File: src/rtl/chip2chip_defs.sv
// Shared Chip2Chip link definitions: top-level state codes, master FSM encoding, default link width.
// Pure constants, no latency or backpressure of its own.
package chip2chip_defs;
    localparam int DATA_W_DEF = 3;

    localparam logic [1:0] TS_IDLE = 2'b00;
    localparam logic [1:0] TS_XFER = 2'b01;

    localparam logic [2:0] ST_IDLE  = 3'd0;
    localparam logic [2:0] ST_REQ   = 3'd1;
    localparam logic [2:0] ST_SETUP = 3'd2;
    localparam logic [2:0] ST_DATA  = 3'd3;
    localparam logic [2:0] ST_REL   = 3'd4;
endpackage

File: src/rtl/sync_2ff.sv
// Two-flop synchronizer for one off-chip level signal; 2-cycle pin-to-output latency.
// No backpressure: the level is sampled every cycle.
module sync_2ff (
    input  logic clk,
    input  logic i_rst,
    input  logic i_d,
    output logic o_q
);
    logic r_meta;
    logic r_sync;

    always_ff @(posedge clk) begin
        if (i_rst) begin
            r_meta <= 1'b0;
            r_sync <= 1'b0;
        end else begin
            r_meta <= i_d;
            r_sync <= r_meta;
        end
    end

    assign o_q = r_sync;
endmodule

File: src/rtl/master_control.sv
// Chip2Chip master link controller: 4-phase request/ack, data setup, valid until done, release.
// Registered outputs; ack/done seen 2 cycles after the pins; starts are dropped unless idle in XFER.
module master_control
    import chip2chip_defs::*;
#(
    parameter int DATA_W      = DATA_W_DEF,
    parameter int SETUP_CYC   = 4,
    parameter int TIMEOUT_CYC = 1000000,
    parameter int CNT_W       = 20
) (
    input  logic              clk,
    input  logic              rst_n,
    input  logic [1:0]        top_state,
    input  logic              start,
    input  logic [DATA_W-1:0] data_in,
    input  logic              ack,
    input  logic              done,
    output logic              request,
    output logic              valid,
    output logic [DATA_W-1:0] data_out,
    output logic              busy,
    output logic              notice_master,
    output logic              timeout_err
);
    localparam logic [CNT_W-1:0] SETUP_LAST   = CNT_W'(SETUP_CYC - 1);
    localparam logic [CNT_W-1:0] TIMEOUT_LAST = CNT_W'(TIMEOUT_CYC - 1);
    localparam logic [CNT_W-1:0] CNT_MAX      = '1;

    logic [2:0]        r_state;
    logic [CNT_W-1:0]  r_cnt;
    logic [DATA_W-1:0] r_data;
    logic [DATA_W-1:0] r_data_out;
    logic              r_request;
    logic              r_valid;
    logic              r_notice;
    logic              r_timeout;

    logic              w_ack_s;
    logic              w_done_s;
    logic              w_abort;
    logic              w_wait;
    logic              w_timeout;
    logic [CNT_W-1:0]  w_cnt_next;

    sync_2ff u_sync_ack  (.clk(clk), .i_rst(rst_n), .i_d(ack),  .o_q(w_ack_s));
    sync_2ff u_sync_done (.clk(clk), .i_rst(rst_n), .i_d(done), .o_q(w_done_s));

    assign w_abort    = (r_state != ST_IDLE) && (top_state != TS_XFER);
    assign w_wait     = (r_state == ST_REQ) || (r_state == ST_DATA) || (r_state == ST_REL);
    assign w_timeout  = w_wait && (r_cnt == TIMEOUT_LAST);
    assign w_cnt_next = (r_cnt == CNT_MAX) ? r_cnt : r_cnt + 1'b1;

    // rst_n is active-high: the enclosing top feeds the inverted board reset.
    always_ff @(posedge clk) begin
        if (rst_n) begin
            r_state    <= ST_IDLE;
            r_cnt      <= '0;
            r_data     <= '0;
            r_data_out <= '0;
            r_request  <= 1'b0;
            r_valid    <= 1'b0;
            r_notice   <= 1'b0;
            r_timeout  <= 1'b0;
        end else begin
            r_notice  <= 1'b0;
            r_timeout <= 1'b0;
            if (w_abort || w_timeout) begin
                r_state    <= ST_IDLE;
                r_cnt      <= '0;
                r_data_out <= '0;
                r_request  <= 1'b0;
                r_valid    <= 1'b0;
                r_timeout  <= !w_abort;
            end else begin
                case (r_state)
                    ST_IDLE: begin
                        // The notice cycle still belongs to the finished transfer.
                        if (start && (top_state == TS_XFER) && !r_notice) begin
                            r_data    <= data_in;
                            r_request <= 1'b1;
                            r_cnt     <= '0;
                            r_state   <= ST_REQ;
                        end
                    end
                    ST_REQ: begin
                        if (w_ack_s) begin
                            r_state    <= ST_SETUP;
                            r_cnt      <= '0;
                            r_data_out <= r_data;
                        end else begin
                            r_cnt <= w_cnt_next;
                        end
                    end
                    ST_SETUP: begin
                        if (r_cnt == SETUP_LAST) begin
                            r_state <= ST_DATA;
                            r_valid <= 1'b1;
                            r_cnt   <= '0;
                        end else begin
                            r_cnt <= w_cnt_next;
                        end
                    end
                    ST_DATA: begin
                        if (w_done_s) begin
                            r_state    <= ST_REL;
                            r_request  <= 1'b0;
                            r_valid    <= 1'b0;
                            r_data_out <= '0;
                            r_cnt      <= '0;
                        end else begin
                            r_cnt <= w_cnt_next;
                        end
                    end
                    ST_REL: begin
                        if (!w_ack_s && !w_done_s) begin
                            r_state  <= ST_IDLE;
                            r_notice <= 1'b1;
                            r_cnt    <= '0;
                        end else begin
                            r_cnt <= w_cnt_next;
                        end
                    end
                    default: r_state <= ST_IDLE;
                endcase
            end
        end
    end

    assign request       = r_request;
    assign valid         = r_valid;
    assign data_out      = r_data_out;
    assign busy          = (r_state != ST_IDLE);
    assign notice_master = r_notice;
    assign timeout_err   = r_timeout;
endmodule

File: config.mk
export PLATFORM = sky130hd
export DESIGN_NAME = master_control
export DESIGN_NICKNAME = d
export VERILOG_FILES = /design/src/rtl/chip2chip_defs.sv /design/src/rtl/sync_2ff.sv /design/src/rtl/master_control.sv
export SDC_FILE = /design/constraint.sdc
export NUM_CORES = 1
export LEC_CHECK = 0
export CAP_MARGIN = 5
export CORE_UTILIZATION = 51
export CTS_CLUSTER_DIAMETER = 30
export DETAILED_ROUTE_END_ITERATION = 8
export PLACE_DENSITY_LB_ADDON = 0.2
export REMOVE_ABC_BUFFERS = 1
export SETUP_SLACK_MARGIN = 0.5
export SLEW_MARGIN = 10
export SYNTH_ARGS = -nofsm -noshare
export SYNTH_HDL_FRONTEND = slang
export SYNTH_SLANG_ARGS = --single-unit
export TNS_END_PERCENT = 100
File: constraint.sdc
create_clock -name clk -period 2.95 [get_ports clk]
set_input_delay 0.4425 -clock clk [delete_from_list [all_inputs] [get_ports clk]]
set_output_delay 0.4425 -clock clk [all_outputs]
set_load 0.05 [all_outputs]
# Word-level counts from Yosys, hierarchy flattened
# Cells that the tools add are included.
op_classes:
  add_sub_neg: 1
  n_eq_ne: 14
  mux: 22
  n_bitwise: 2
  reduce_logical: 27
ops:
  columns: ["operator", "n"]
  rows:
  - ["2-to-1 mux 20 bit", 6]
  - ["one-hot mux 20 bit (5 select lines)", 1]
  - ["equality test 20 bit (second input constant)", 2]
  - ["2-to-1 mux 3 bit", 7]
  - ["adder 20 x 1 -> 20 bit (second input constant)", 1]
  - ["equality test 20 x 2 -> 1 bit (second input constant)", 1]
  - ["one-hot mux 3 bit (5 select lines)", 1]
  - ["AND reduction 3 bit", 4]
  - ["!= test 2 x 1 -> 1 bit (second input constant)", 4]
  - ["equality test 3 x 2 -> 1 bit (second input constant)", 2]
  - ["one-hot mux 3 bit (2 select lines)", 1]
  - ["nonzero test 2 bit", 3]
  - ["logical AND 1 bit", 5]
  - ["AND reduction 5 bit", 1]
  - ["nonzero test 5 bit", 1]
  - ["zero test 1 bit", 4]
  - ["2-to-1 mux 1 bit", 4]
  - ["!= test 2 bit (second input constant)", 2]
  - ["one-hot mux 1 bit (2 select lines)", 2]
  - ["OR reduction 2 bit", 2]
  - ["equality test 3 x 1 -> 1 bit (second input constant)", 1]
  - ["equality test 3 bit (second input constant)", 1]
  - ["zero test 3 bit", 1]
  - ["logical OR 1 bit", 3]
  - ["other kinds (5)", 6]
totals:
  ff_bits: 37
  input_bits: 10

# Logic depth before layout (Yosys ltp)
logic_depth:
  word_depth: 7
  depth_mapped: 7
  mapped_depth_nobuf: 6

# Cells and area by module
# From an unflattened synthesis, not the netlist that was laid out.
hier_totals:
  hier_cells: 231
  area_unflattened_um2: 1988.2
by_module_without_submodules:
  columns: ["mod", "n_inst", "cells_per_inst", "area_per_inst_um2", "seq_area_each_um2"]
  rows:
  - ["master_control", 1, 223, 1883.1, 660.6]
  - ["sync_2ff", 2, 4, 52.6, 40.0]

# Worst setup path after synthesis
# OpenSTA, ideal clock, no wires.
synth_timing:
  kind: "reg2reg"
  start: "register r_cnt[0]"
  end: "register r_cnt[15]"
  setup_time_ns: 0.122
  t_arrival_ns: 1.952
  t_required_ns: 2.828
  slack_ns: 0.876
  stages_incl_launch_ff: 8
  n_path_buf: 1
  cell_sequence: "dfxtp_1 ha_1 or4b_1 o31ai_4 nand3_4 o21bai_2 buf_4 a21oi_1"
synth_between:
  elab_chain_cells: 4
synth_lines:
  columns: ["element", "line", "rtl"]
  rows:
  - ["start, declared", "master_control.sv:30", "logic [CNT_W-1:0] r_cnt;"]
  - ["start signal, assigned", "master_control.sv:91", "r_cnt <= w_cnt_next;"]
  - ["start signal, assigned", "master_control.sv:100", "r_cnt <= w_cnt_next;"]
  - ["start signal, assigned", "master_control.sv:111", "r_cnt <= w_cnt_next;"]
  - ["adder 20 x 1 -> 20 bit (tied with other cells)", "master_control.sv:51", "assign w_cnt_next = (r_cnt == CNT_MAX) ? r_cnt : r_cnt + 1'b1;"]
  - ["2-to-1 mux 20 bit or logical AND 1 bit (tied branches)", "master_control.sv:51, master_control.sv:50", null]
  - ["2-to-1 mux 20 bit (tied with other cells)", "master_control.sv:115", "if (!w_ack_s && !w_done_s) begin"]
  - ["one-hot mux 20 bit (5 select lines) or OR reduction 2 bit (tied branches)", null, null]
# Several ways; a longest one is shown, not always the timed one.
# A chain may end at the register's enable or synchronous reset.

# Final worst setup path
layout_timing:
  start: "register r_state[1]"
  end: "output busy"
layout_between:
  elab_chain_cells: 1
layout_lines:
  columns: ["element", "line", "rtl"]
  rows:
  - ["start, declared", "master_control.sv:29", "logic [2:0] r_state;"]
  - ["start signal, assigned", "master_control.sv:56", "r_state <= ST_IDLE;"]
  - ["start signal, assigned", "master_control.sv:68", "r_state <= ST_IDLE;"]
  - ["start signal, assigned", "master_control.sv:82", "r_state <= ST_REQ;"]
  - ["nonzero test 3 bit", "master_control.sv:132", "assign busy = (r_state != ST_IDLE);"]
  - ["end, declared", "master_control.sv:21", "output logic busy,"]
# No other way between the ends.

==> qor.yml <==
floorplan:
  io_pins: 18
  die_area_um2: 4028
  die_y_um: 63.47
  initial_utilization: 0.5556
  die_w_um: 63.47
  core-area_um2: 3468
  rows: 21
clock_network:
  clk_latency_ns: 0.29
  root_buffer: "clkbuf_8"
  htree_levels: 2
  cts_setup_buffers: 0
  cts.sinks: 37
  cts.repair.resized: 0
  ctsHoldBuffers: 0
  clkSlewWorstSetupHoldPaths_ns: 0.08
  cts_buffers: 5
  cts_tree: "built"
  clockBufferDepth: 2
synthesis:
  yosys.area_share.simple: 0.2857
  synthXorXnorAreaFrac: 0.03636
  async_flop_share: 0
  netlist_instances: 219
  ys_types: 56
  seq_area_frac_synth: 0.3844
  yosysMostFrequentCell: "dfxtp_1"
  yosysWarnings: 0
  synthTopCellsByArea: "dfxtp_1 (38%), nor2_1 (4.9%), nand2_1 (2.9%)"
  synthMuxAreaShare: 0.02597
  avgSynthCellArea_um2: 8.798
  synth_top_family_by_area: "simple AND/OR/NAND/NOR gates"
  synth_seq_cells: 37
  synth_ff_type: "dfxtp_1"
  synth_top_area_share: 0.3844
  synthAdderAreaFrac: 0.006494
  synth_edf_count: 0
  synthTopCellsByCount: "dfxtp_1 (37), nor2_1 (25), nand2_1 (15), a21oi_1 (9)"
  synth_top_area_cell: "dfxtp_1"
  synth_area_um2: 1927
  synth-compound-area-share: 0.2201
sta:
  drv_slew: 0
  slew_headroom: 0.6054
  rsz0062_at_grt: "false"
  worstMarginPinSlew_ns: 0.5906
  finalHoldViolCount: 0
  fin_skew_ns: 0.008177
  max_freq_mhz: 431.9
  fin_tns_setup_ns: 0
  post-route-period-util: 0.7849
  setup_viol: 0
  finalWorstPathRequiredPeriod_ns: 2.316
grt:
  grt_use_met2: 0.3750
  track_usage: 0.2312
  grt_most_used_layer: "met2"
  grt_max_degree: 17
  grt_pass1_wl_um: 7334
  grt_pass1_vias: 1625
  grt_use_met3: 0.05435
  grt_use_met1: 0.3010
  grt_remaining_overflow: 0
  grt_antenna_before_repair: 0
place:
  dp.cells: 275
  place_area_um2: 2117
  io_buffers: 17
  gp_congestion: 0.8344
  hpwl_um: 3052
detailed_routing:
  ant_nets: 0
  vias: 1698
  drt-initial-drc-count: 122
  routed_wl_um: 4238
  drc: 0
  avgViaCountPerCell: 6.000
  firstDrtPassIters: 4
  routedWlPerCell_um: 14.98
setup_path:
  path_depth: 3
  cp-endpoint: "busy"
  path_cells: "nor3_4 > inv_1 > clkdlybuf4s50_1"
  crit_type: "register to output port"
  crit_family: "buffers and inverters"
  rr_startpoint: "r_cnt[0]"
  worst-path-buf-inv: 2
  cp.arrival_ns: 1.87
  crit_path_max_incr_delay_ns: 0.71
  cp.required_ns: 2.51
  reg2reg_slack_ns: 0.68
  crit_slowest_cell: "clkdlybuf4s50_1"
  timing.rr.end: "r_cnt[6]"
  critPathLaunch: "r_state[1]"
  crit_path_end_kind: "output port"
  worst_r2r_path_depth: 7
  start_kind: "register"
  cp_max_fo: 9
power_and_ir_drop:
  clock_power_share: 0.361
  ir_drop_mv: 0.2878
  swShare: 0.2492
  seqPwrFrac: 0.546
  combPwrFrac: 0.092
  switchingPower_uw: 235.1
  internal_power_uw: 708.3
  p_per_area_nw_per_um2: 427.2
  leakage_nw: 0.7362
  totalPowerFinal_uw: 943.4
final_layout:
  fill_cells: 315
  final_area_um2: 2208
  nNetsFinal: 247
  finalNonFillerCells: 283
  diodes: 0
  drive_above_1_share: 0.08861
  area_delta_synth_final_pct: 14.61
run:
  maxCapViolCount: 0
worst_hold_path:
  hold_class: "register to register"
status:
  status: "finished, final reports clean"
==> worst reg2reg max path: cells and delay by family, from the launching register on <==
kind                     cells  cell delay [ns]
AO/OA/AOI/OAI                3             0.52
adder cells (fa/ha/maj)      1             0.26
buffers and inverters        1             0.23
AND/OR/NAND/NOR              2             0.75
flip-flops                   1             0.40
==> stage by stage <==
step	hold slack, ns	setup WS (ns)	utilization
2_1_floorplan	0.4138	0.7973	-
3_3_place_gp	0.4157	0.4791	0.6104
3_5_place_dp	0.4223	0.4216	0.6104
4_1_cts	0.4395	0.5358	0.6342
5_1_grt	0.4526	0.5034	0.6367
6_report	0.4365	0.6344	0.6367
==> state kept, by name, indices dropped and copies added, names as in the netlist <==
| register | cells |
|---|---|
| request | 1 |
| timeout_err | 1 |
| u_sync_ack.r_meta | 1 |
| r_state | 3 |
| r_cnt | 20 |
| u_sync_done.r_meta | 1 |
| r_data | 3 |
| valid | 1 |
| data_out | 3 |
| notice_master | 1 |
| u_sync_done.o_q | 1 |
| u_sync_ack.o_q | 1 |
==> layer usage <==
layer  part of all wire  routed length (um)
met5                  0                   0
met4              0.014                  59
met3              0.039                 167
met2               0.47                1982
met1               0.48                2027
==> cells in the final DEF (no fill, tap or decap), types with 5 or more instances in the layout <==
master           Yosys  routed
a21oi_1              9       9
nor2_1              25      25
nand3_1              7       7
clkbuf_8             0       5
clkdlybuf4s50_1      0      17
nor2b_1              6       6
inv_1                7       7
xor2_1               6       6
nand2_1             15      15
mux2i_1              5       5
o21ai_0              7       7
a31oi_1              7       7
dfxtp_1             37      37
nand4_1              6       6
==> cells by family (layout without fill, tap and decap cells) <==
logic type / Yosys count / in the layout
mux: 5 / 5
compound gates: 57 / 57
flops: 37 / 37
buf+inv: 16 / 34
fa+ha+maj: 1 / 1
xor+xnor: 8 / 8
simple gates: 95 / 95
==> power by group through the flow <==
stage	clock network [mW]	registers, mW	logic [mW]
floorplan	0	0.527	0.0499
global placement	0	0.526	0.0859
detailed placement	0	0.526	0.0863
CTS	0.349	0.515	0.0870
global route	0.366	0.516	0.0956
finish	0.341	0.515	0.0872
==> worst min-delay path by stage <==
stage,from,to,depth (start not counted)
floorplan,u_sync_ack.r_meta,u_sync_ack.o_q,1
CTS,u_sync_done.r_meta,u_sync_done.o_q,1
global route,u_sync_ack.r_meta,u_sync_ack.o_q,1
detailed placement,u_sync_done.r_meta,u_sync_done.o_q,1
finish,u_sync_done.r_meta,u_sync_done.o_q,1
global placement,u_sync_done.r_meta,u_sync_done.o_q,1
==> cell type report <==
cell class | instances | area [um2] | share of cell area
sequential | 37 | 740.7 | 0.3354
timing repair buffer | 19 | 185.2 | 0.08385
clock buffer | 6 | 72.57 | 0.03286
multi-input combinational | 166 | 1116 | 0.5054
tap | 46 | 57.56 | 0.02606
inverter | 7 | 26.28 | 0.01190
clock inverter | 2 | 10.01 | 0.004533
Note: power is estimated with default switching activity, not from simulation.
